### config.mk
export PLATFORM = sky130hd
export DESIGN_NAME = sram_1p_arbiter_flat
export DESIGN_NICKNAME = d
export VERILOG_FILES = /design/src/rtl/sram_1p_arbiter_if.sv /design/src/rtl/sram_1p_arbiter.sv /design/src/flat_wrapper.sv
export SDC_FILE = /design/constraint.sdc
export NUM_CORES = 1
export LEC_CHECK = 0
export CAP_MARGIN = 15
export CORE_AREA = 2 2 113 115
export DETAILED_ROUTE_END_ITERATION = 16
export DIE_AREA = 0 0 115 117
export PLACE_DENSITY = 0.71
export SYNTH_ARGS = -nofsm -noshare
export SYNTH_HDL_FRONTEND = slang
export SYNTH_SLANG_ARGS = --single-unit
### constraint.sdc
create_clock -name clock -period 1.45 [get_ports clock]
set_input_delay 0.3625 -clock clock [delete_from_list [all_inputs] [get_ports clock]]
set_output_delay 0.3625 -clock clock [all_outputs]
set_load 0.01 [all_outputs]
### src/rtl/sram_1p_arbiter_if.sv
// Requester-side bus of sram_1p_arbiter: read request, read response and write request.
// master = requester, slave = arbiter. Params: IDX_W (set index width), DATA_W (entry width).
interface sram_1p_arbiter_if #(
  parameter int IDX_W  = 6,
  parameter int DATA_W = 64
);
  logic              r_req_valid;
  logic              r_req_ready;
  logic [IDX_W-1:0]  r_req_idx;
  logic              r_resp_valid;
  logic [DATA_W-1:0] r_resp_data;
  logic              w_req_valid;
  logic              w_req_ready;
  logic [IDX_W-1:0]  w_req_idx;
  logic [DATA_W-1:0] w_req_data;

  modport master (
    output r_req_valid, r_req_idx,
    output w_req_valid, w_req_idx, w_req_data,
    input  r_req_ready, w_req_ready,
    input  r_resp_valid, r_resp_data
  );

  modport slave (
    input  r_req_valid, r_req_idx,
    input  w_req_valid, w_req_idx, w_req_data,
    output r_req_ready, w_req_ready,
    output r_resp_valid, r_resp_data
  );
endinterface

### src/rtl/sram_1p_arbiter.sv
// Read/write arbiter onto a single-port SRAM: bounded read starvation, held read data,
// optional post-reset zero-fill (macro SRAM_1P_ARB_INIT_EN).
// Ports: clock, reset (sync, active-low), req (slave bus), sram_* (SRAM wrapper), init_done.
module sram_1p_arbiter #(
  parameter  int SETS       = 64,
  parameter  int DATA_W     = 64,
  parameter  int STARVE_MAX = 4,
  localparam int IDX_W      = $clog2(SETS)
) (
  input  logic              clock,
  input  logic              reset,
  sram_1p_arbiter_if.slave  req,
  output logic              sram_rreq_valid,
  output logic [IDX_W-1:0]  sram_rreq_setIdx,
  input  logic [DATA_W-1:0] sram_rresp_data,
  output logic              sram_wreq_valid,
  output logic [IDX_W-1:0]  sram_wreq_setIdx,
  output logic [DATA_W-1:0] sram_wreq_data,
  output logic              init_done
);

  typedef enum logic {
    INIT = 1'b0,
    RUN  = 1'b1
  } state_e;

  localparam logic [3:0] SMAX = 4'(STARVE_MAX);

  state_e            state_q, state_d;
  logic [3:0]        starve_cnt_q, starve_cnt_d;
  logic              resp_pend_q, resp_pend_d;
  logic [DATA_W-1:0] hold_q, hold_d;

  logic run;
  logic starved;
  logic rd_acc;
  logic wr_acc;

  assign run     = (state_q == RUN);
  assign starved = (starve_cnt_q == SMAX);

  // Write has priority unless the reader has waited STARVE_MAX cycles.
  assign req.r_req_ready = run & (~req.w_req_valid | starved);
  assign req.w_req_ready = run & ~(req.r_req_valid & starved);

  assign rd_acc = req.r_req_valid & req.r_req_ready;
  assign wr_acc = req.w_req_valid & req.w_req_ready;

  assign sram_rreq_valid  = rd_acc;
  assign sram_rreq_setIdx = req.r_req_idx;
  assign init_done        = run;

`ifdef SRAM_1P_ARB_INIT_EN
  logic [IDX_W-1:0] init_cnt_q, init_cnt_d;

  assign sram_wreq_valid  = run ? wr_acc : 1'b1;
  assign sram_wreq_setIdx = run ? req.w_req_idx : init_cnt_q;
  assign sram_wreq_data   = run ? req.w_req_data : '0;

  always_comb begin
    state_d    = state_q;
    init_cnt_d = init_cnt_q;
    if (!run) begin
      init_cnt_d = init_cnt_q + 1'b1;
      if (init_cnt_q == IDX_W'(SETS - 1)) state_d = RUN;
    end
  end
`else
  assign sram_wreq_valid  = wr_acc;
  assign sram_wreq_setIdx = req.w_req_idx;
  assign sram_wreq_data   = req.w_req_data;

  always_comb begin
    state_d = RUN;
  end
`endif

  always_comb begin
    starve_cnt_d = starve_cnt_q;
    if (rd_acc) begin
      starve_cnt_d = '0;
    end else if (run && req.r_req_valid && !starved) begin
      starve_cnt_d = starve_cnt_q + 4'd1;
    end
  end

  always_comb begin
    resp_pend_d = rd_acc;
    hold_d      = resp_pend_q ? sram_rresp_data : hold_q;
  end

  // SRAM data arrives one cycle after issue; bypass it on that cycle, then hold it.
  assign req.r_resp_valid = resp_pend_q;
  assign req.r_resp_data  = resp_pend_q ? sram_rresp_data : hold_q;

  always_ff @(posedge clock) begin
    if (!reset) begin
`ifdef SRAM_1P_ARB_INIT_EN
      state_q    <= INIT;
      init_cnt_q <= '0;
`else
      state_q    <= RUN;
`endif
      starve_cnt_q <= '0;
      resp_pend_q  <= 1'b0;
      hold_q       <= '0;
    end else begin
`ifdef SRAM_1P_ARB_INIT_EN
      init_cnt_q <= init_cnt_d;
`endif
      state_q      <= state_d;
      starve_cnt_q <= starve_cnt_d;
      resp_pend_q  <= resp_pend_d;
      hold_q       <= hold_d;
    end
  end

endmodule

### src/flat_wrapper.sv
// flat-port wrapper written by rule: the top's interface ports become plain ports
module sram_1p_arbiter_flat 
#(
  parameter  int SETS       = 64,
  parameter  int DATA_W     = 64,
  parameter  int STARVE_MAX = 4,
  localparam int IDX_W      = $clog2(SETS)
)
  (clock, reset, sram_rreq_valid, sram_rreq_setIdx, sram_rresp_data, sram_wreq_valid, sram_wreq_setIdx, sram_wreq_data, init_done, req_r_req_valid, req_r_req_idx, req_w_req_valid, req_w_req_idx, req_w_req_data, req_r_req_ready, req_w_req_ready, req_r_resp_valid, req_r_resp_data);
  sram_1p_arbiter_if #(.IDX_W((6)), .DATA_W(DATA_W)) req_i ();
  input  logic clock;
  input  logic reset;
  output logic sram_rreq_valid;
  output logic [IDX_W-1:0] sram_rreq_setIdx;
  input  logic [DATA_W-1:0] sram_rresp_data;
  output logic sram_wreq_valid;
  output logic [IDX_W-1:0] sram_wreq_setIdx;
  output logic [DATA_W-1:0] sram_wreq_data;
  output logic init_done;
  input wire logic [$bits(req_i.r_req_valid)-1:0] req_r_req_valid;
  input wire logic [$bits(req_i.r_req_idx)-1:0] req_r_req_idx;
  input wire logic [$bits(req_i.w_req_valid)-1:0] req_w_req_valid;
  input wire logic [$bits(req_i.w_req_idx)-1:0] req_w_req_idx;
  input wire logic [$bits(req_i.w_req_data)-1:0] req_w_req_data;
  output wire logic [$bits(req_i.r_req_ready)-1:0] req_r_req_ready;
  output wire logic [$bits(req_i.w_req_ready)-1:0] req_w_req_ready;
  output wire logic [$bits(req_i.r_resp_valid)-1:0] req_r_resp_valid;
  output wire logic [$bits(req_i.r_resp_data)-1:0] req_r_resp_data;
  assign req_i.r_req_valid = req_r_req_valid;
  assign req_i.r_req_idx = req_r_req_idx;
  assign req_i.w_req_valid = req_w_req_valid;
  assign req_i.w_req_idx = req_w_req_idx;
  assign req_i.w_req_data = req_w_req_data;
  assign req_r_req_ready = req_i.r_req_ready;
  assign req_w_req_ready = req_i.w_req_ready;
  assign req_r_resp_valid = req_i.r_resp_valid;
  assign req_r_resp_data = req_i.r_resp_data;
  sram_1p_arbiter #(.SETS(SETS), .DATA_W(DATA_W), .STARVE_MAX(STARVE_MAX)) u_core (.clock(clock), .reset(reset), .req(req_i), .sram_rreq_valid(sram_rreq_valid), .sram_rreq_setIdx(sram_rreq_setIdx), .sram_rresp_data(sram_rresp_data), .sram_wreq_valid(sram_wreq_valid), .sram_wreq_setIdx(sram_wreq_setIdx), .sram_wreq_data(sram_wreq_data), .init_done(init_done));
endmodule
Word-level counts from Yosys, hierarchy flattened

Index checks and enable logic that the tools add are counted.

Word-level logic and storage cells: 16
Output and inout port bits: 146
Memories: 0
Memory bits (writable): 0
Bits in registers: 69
Input bits: 144
ROM bits: 0
Bits in latches: 0

Add/sub/neg operators: 1
Bitwise gates (word level): 7
Order comparisons: 0
Reduce and logical (&&, ||, !) cells: 3
$mul: 0
Equality and inequality tests: 1
Shift operators: 0
Mux-type cells: 1
Div/mod/pow operators: 0

Operator list:

| cell                                                 | number |
|---|---|
| two-way mux 64 bit                                   | 1 |
| adder 4 x 1 -> 4 bit (second input constant)         | 1 |
| equality test 4 x 3 -> 1 bit (second input constant) | 1 |
| AND 1 bit                                            | 3 |
| NOT 1 bit                                            | 3 |
| OR reduction 2 bit                                   | 1 |
| logical AND 1 bit                                    | 1 |
| zero test 1 bit                                      | 1 |
| OR 1 bit                                             | 1 |

Longest topological paths before layout

Gate-level depths: netlist (run 1).

Depth after elaboration: 4
Gate-level depth with buffers: 5
Mapped depth without buffers: 5

Worst setup path after synthesis (run 1)

Ideal clock, no wire load.

Kind: flip-flop to output port
Start: reg u_core.starve_cnt_q[0]
End: out sram_rreq_valid
Setup slack: -49 ps
Cell stages (with the launch flop): 6
Path buffers: 0
Arrival time: 1137 ps
Data required time: 1087 ps
Cell sequence: dfxtp_1 inv_1 ha_1 nand2_1 o21ai_1 and2_1

Longest elaborated chain between the ends: 3

Ends and longest elaborated chain:

| what                         | line                   | text |
|---|---|---|
| start: declaration           | sram_1p_arbiter.sv:30  | `logic [3:0] starve_cnt_q, starve_cnt_d;` |
| start signal: assignment     | sram_1p_arbiter.sv:112 | `starve_cnt_q <= starve_cnt_d;` |
| equality test 4 x 3 -> 1 bit | sram_1p_arbiter.sv:40  | `assign starved = (starve_cnt_q == SMAX);` |
| OR 1 bit                     | sram_1p_arbiter.sv:43  | `assign req.r_req_ready = run & (~req.w_req_valid \| starved);` |
| named net req_r_req_ready    | flat_wrapper.sv:25     | `output wire logic [$bits(req_i.r_req_ready)-1:0] req_r_req_ready;` |
| AND 1 bit                    | sram_1p_arbiter.sv:46  | `assign rd_acc = req.r_req_valid & req.r_req_ready;` |
| end: declaration             | flat_wrapper.sv:13     | `output logic sram_rreq_valid;` |

The timed path passes the listed nets, and every way through them passes these cells.

Worst setup path in the final report (run 1)

Start: reg u_core.resp_pend_q (netlist: u_core.req.r_resp_valid)
End: out req_r_resp_data[15]

Longest elaborated chain between the ends: 1

Ends and longest elaborated chain:

| what                     | line                   | text |
|---|---|---|
| start: declaration       | sram_1p_arbiter.sv:31  | `logic resp_pend_q, resp_pend_d;` |
| start signal: assignment | sram_1p_arbiter.sv:113 | `resp_pend_q <= resp_pend_d;` |
| two-way mux 64 bit       | --                     |  |
| end: declaration         | flat_wrapper.sv:28     | `output wire logic [$bits(req_i.r_resp_data)-1:0] req_r_resp_data;` |

No other way between the ends.

==> metrics.txt, run 1 <==
Placeable Area roughly 12000 um^2; H-tree depth 3; dominant cell type by count on the critical path sky130_fd_sc_hd__buf_6; Post-synth EDFFs 0; dominant synthesized flop cell sky130_fd_sc_hd__dfxtp_1; data arrival time of the worst path ~1.5 ns; least setup slack across all paths after layout -0.450 ns; floorplan die width 115 um; total power around 5.1 mW; root cell of the clock tree sky130_fd_sc_hd__clkbuf_16; leakage power between 2 and 2.5 nW; weighted congestion reported at the end of routability-driven placement approximately 0.73; number of standard cells after synthesis between 300 and 400; Die Y 117 um; all-layer global routing usage between 10% and 20%; via count of the first global-routing pass about 2500; Max stage delay cell, worst path sky130_fd_sc_hd__dfxtp_4; DRT antenna net count 0; Site Rows just over 40; synthesized area per cell 11.5 um^2; pin count of the biggest net entering global routing 70; Total Die Area about 13000 um^2; cell family contributing the most delay on the critical path buffers and inverters; combined area of all synthesized cells around 3600 um^2; antenna violations before repair 0; Detailed Routing Iterations Pass 1 4; sort of element at the start of the critical path register; maximum number of buffers from clock root to sink 2; # hold bufs at CTS 0; proportion of synthesized chip area in sequential cells 37.8%; TritonCTS clock tree built; First DRT Iteration DRCs 64; leading cell type in the layout, fill and taps excluded sky130_fd_sc_hd__buf_6; failing checks setup timing; Crit Path Class register to output port; sum of net half-perimeters after detailed placement around 5700 um; Non-Filler Instances between 500 and 600; number of setup violations in the final report 70; outcome finished, violations left; Worst-Skew Late Latency 0.33 ns; fraction of layout cells with a size suffix above 1 51.1%; Antenna Diode Count 0; unrepaired setup endpoints after global routing true; data required time at the worst endpoint 1.09 ns; Vias per Instance ~4.3; effective utilization at floorplan 29.6%; part of the cycle the worst path needs 131%; biggest area contributors in the synthesized netlist sky130_fd_sc_hd__dfxtp_1 38%, sky130_fd_sc_hd__mux2_4 25%, sky130_fd_sc_hd__buf_4 16%, sky130_fd_sc_hd__and2_1 10%, sky130_fd_sc_hd__buf_12 3.3%; Detailed Route WL 9120 um; worst vdd ir roughly 0.36 mV; number of buffers created by CTS 9; power per cell area a little over 900 nW/um^2; Cells after DPL 536; final hold vios 0; Final Max Slew Viols 0; max cap viols 0; largest area contributor in the synthesized netlist sky130_fd_sc_hd__dfxtp_1; Total Nets Final between 500 and 600; classification of the worst-slack hold path input port to register; vias after detailed routing 2460; number of buffer and inverter instances along the worst setup path 4; biggest cell delay along the critical path roughly 0.35 ns; Residual DRC 0; clock skew after layout ~0.0054 ns; GR Util met1 between 10 and 15%; global routing's busiest layer met2; wire length of the first global-routing pass 12700 um; syn_nets ~460; highest fanout seen on the critical path 4; Syn. warnings 0; Seq cells post-synth 69; Tmin final ~1.9 ns; maximum clock frequency 526 MHz; Congestion Overflow GR 0; share of synthesized registers carrying an async set or reset 0%; detail-routed net length per standard cell roughly 16 um; fraction of synthesized cell area taken by the top area cell type a little under two fifths; clock-pin slew reported for the worst setup and hold paths after clock tree synthesis roughly 0.06 ns; port buffer count 136; clock tree sinks 69; top library cells by usage in the layout, fill and taps aside 79 x sky130_fd_sc_hd__buf_6, 66 x sky130_fd_sc_hd__dfxtp_1, 65 x sky130_fd_sc_hd__clkdlybuf4s50_1; I/O Pins between 200 and 300; M2 GR Usage about a fifth; Yosys cell types 26; sum of negative setup slack -26.37 ns; global-route track usage on met3 about 4.6%; crit path cell chain buf_12 > clkbuf_16 > buf_6 > mux2_4 > buf_6; relative area change from synthesis to final layout 52.3%; endpoint type of the worst setup path output port
[metal layers]
metal,share of wire (%),up-vias
met2,48,126
met4,5.2,0
met3,7.8,55
met1,39,1112
li1,-,1167
met5,0,-
[stage by stage]
stage	instance area (um^2)	hold WS [ns]	util (%)	worst slack, ns
floorplan	3650	0.475	-	0.0412
global placement	4680	0.492	38.0	-0.650
detailed placement	4680	0.516	38.0	-0.641
CTS	5340	0.507	43.3	-0.470
global route	5560	0.524	45.1	-0.501
finish	5560	0.523	45.1	-0.450
[report_power, final]
| part | total, mW | internal [mW] | switching, mW |
|---|---|---|---|
| logic | 0.981 | 0.658 | 0.323 |
| clock network | 2.18 | 1.36 | 0.824 |
| registers | 1.98 | 1.96 | 0.0197 |
| total | 5.14 | 3.98 | 1.17 |
[tightest hold or removal path: stages]
cell                            delay, ns
sky130_fd_sc_hd__dlygate4sd2_1       0.21
sky130_fd_sc_hd__buf_4               0.14
sky130_fd_sc_hd__o32ai_1             0.09
[sequential cells by signal, summed over array words and instances (netlist names)]
| register | cells |
|---|---|
| u_core.starve_cnt_q | 4 |
| u_core.hold_q | 64 |
| u_core.req.r_resp_valid | 1 |
[synthesized netlist by cell type, types with 2 or more instances]
library cell / instances
sky130_fd_sc_hd__nand3_1: 4
sky130_fd_sc_hd__and2_4: 5
sky130_fd_sc_hd__and3_1: 2
sky130_fd_sc_hd__nand2_1: 3
sky130_fd_sc_hd__buf_12: 6
sky130_fd_sc_hd__clkbuf_1: 6
sky130_fd_sc_hd__inv_1: 5
sky130_fd_sc_hd__dfxtp_1: 69
sky130_fd_sc_hd__buf_4: 77
sky130_fd_sc_hd__mux2_4: 60
sky130_fd_sc_hd__mux2_2: 4
sky130_fd_sc_hd__and2_1: 61
sky130_fd_sc_hd__ha_1: 2
[final cells by class]
cell class | count | area (um^2)
sequential | 69 | 1390
multi-input combinational | 152 | 1590
timing repair buffer | 185 | 2070
fill | 1112 | 6750
clock buffer | 12 | 278
clock inverter | 4 | 27.5
tap | 150 | 188
inverter | 5 | 18.8
[repair_timing]
action	in CTS	in global routing
gates resized for setup	371	32
cloned	4	1
buffers inserted	10	11
pin swaps	4	5
endpoints found under the setup margin	69	69
[logic make-up after synthesis]
kind of cell | synth area share (%)
compound gates | 1.30
fa+ha+maj | 0.686
other cells | 0.103
buf+inv | 20.7
flops | 37.8
mux | 25.9
simple gates | 13.4
[final timing paths]
path,from,to,slack [ns],depth (start not counted)
worst min register to register,u_core.hold_q[22],u_core.hold_q[22],0.59,2
worst max-delay path,u_core.req.r_resp_valid,req_r_resp_data[15],-0.45,5
worst max register to register,u_core.req.r_resp_valid,u_core.hold_q[15],-0.03,6
worst min-delay path,req_r_req_valid,u_core.starve_cnt_q[1],0.52,3
(Power assumes the default switching activity.)
==> run 2, diff against run 1 <==
- CTS_CLUSTER_DIAMETER: default -> 50
==> results of run 2 <==
No change in the layout: final DEF, timing and power equal those of run 1.
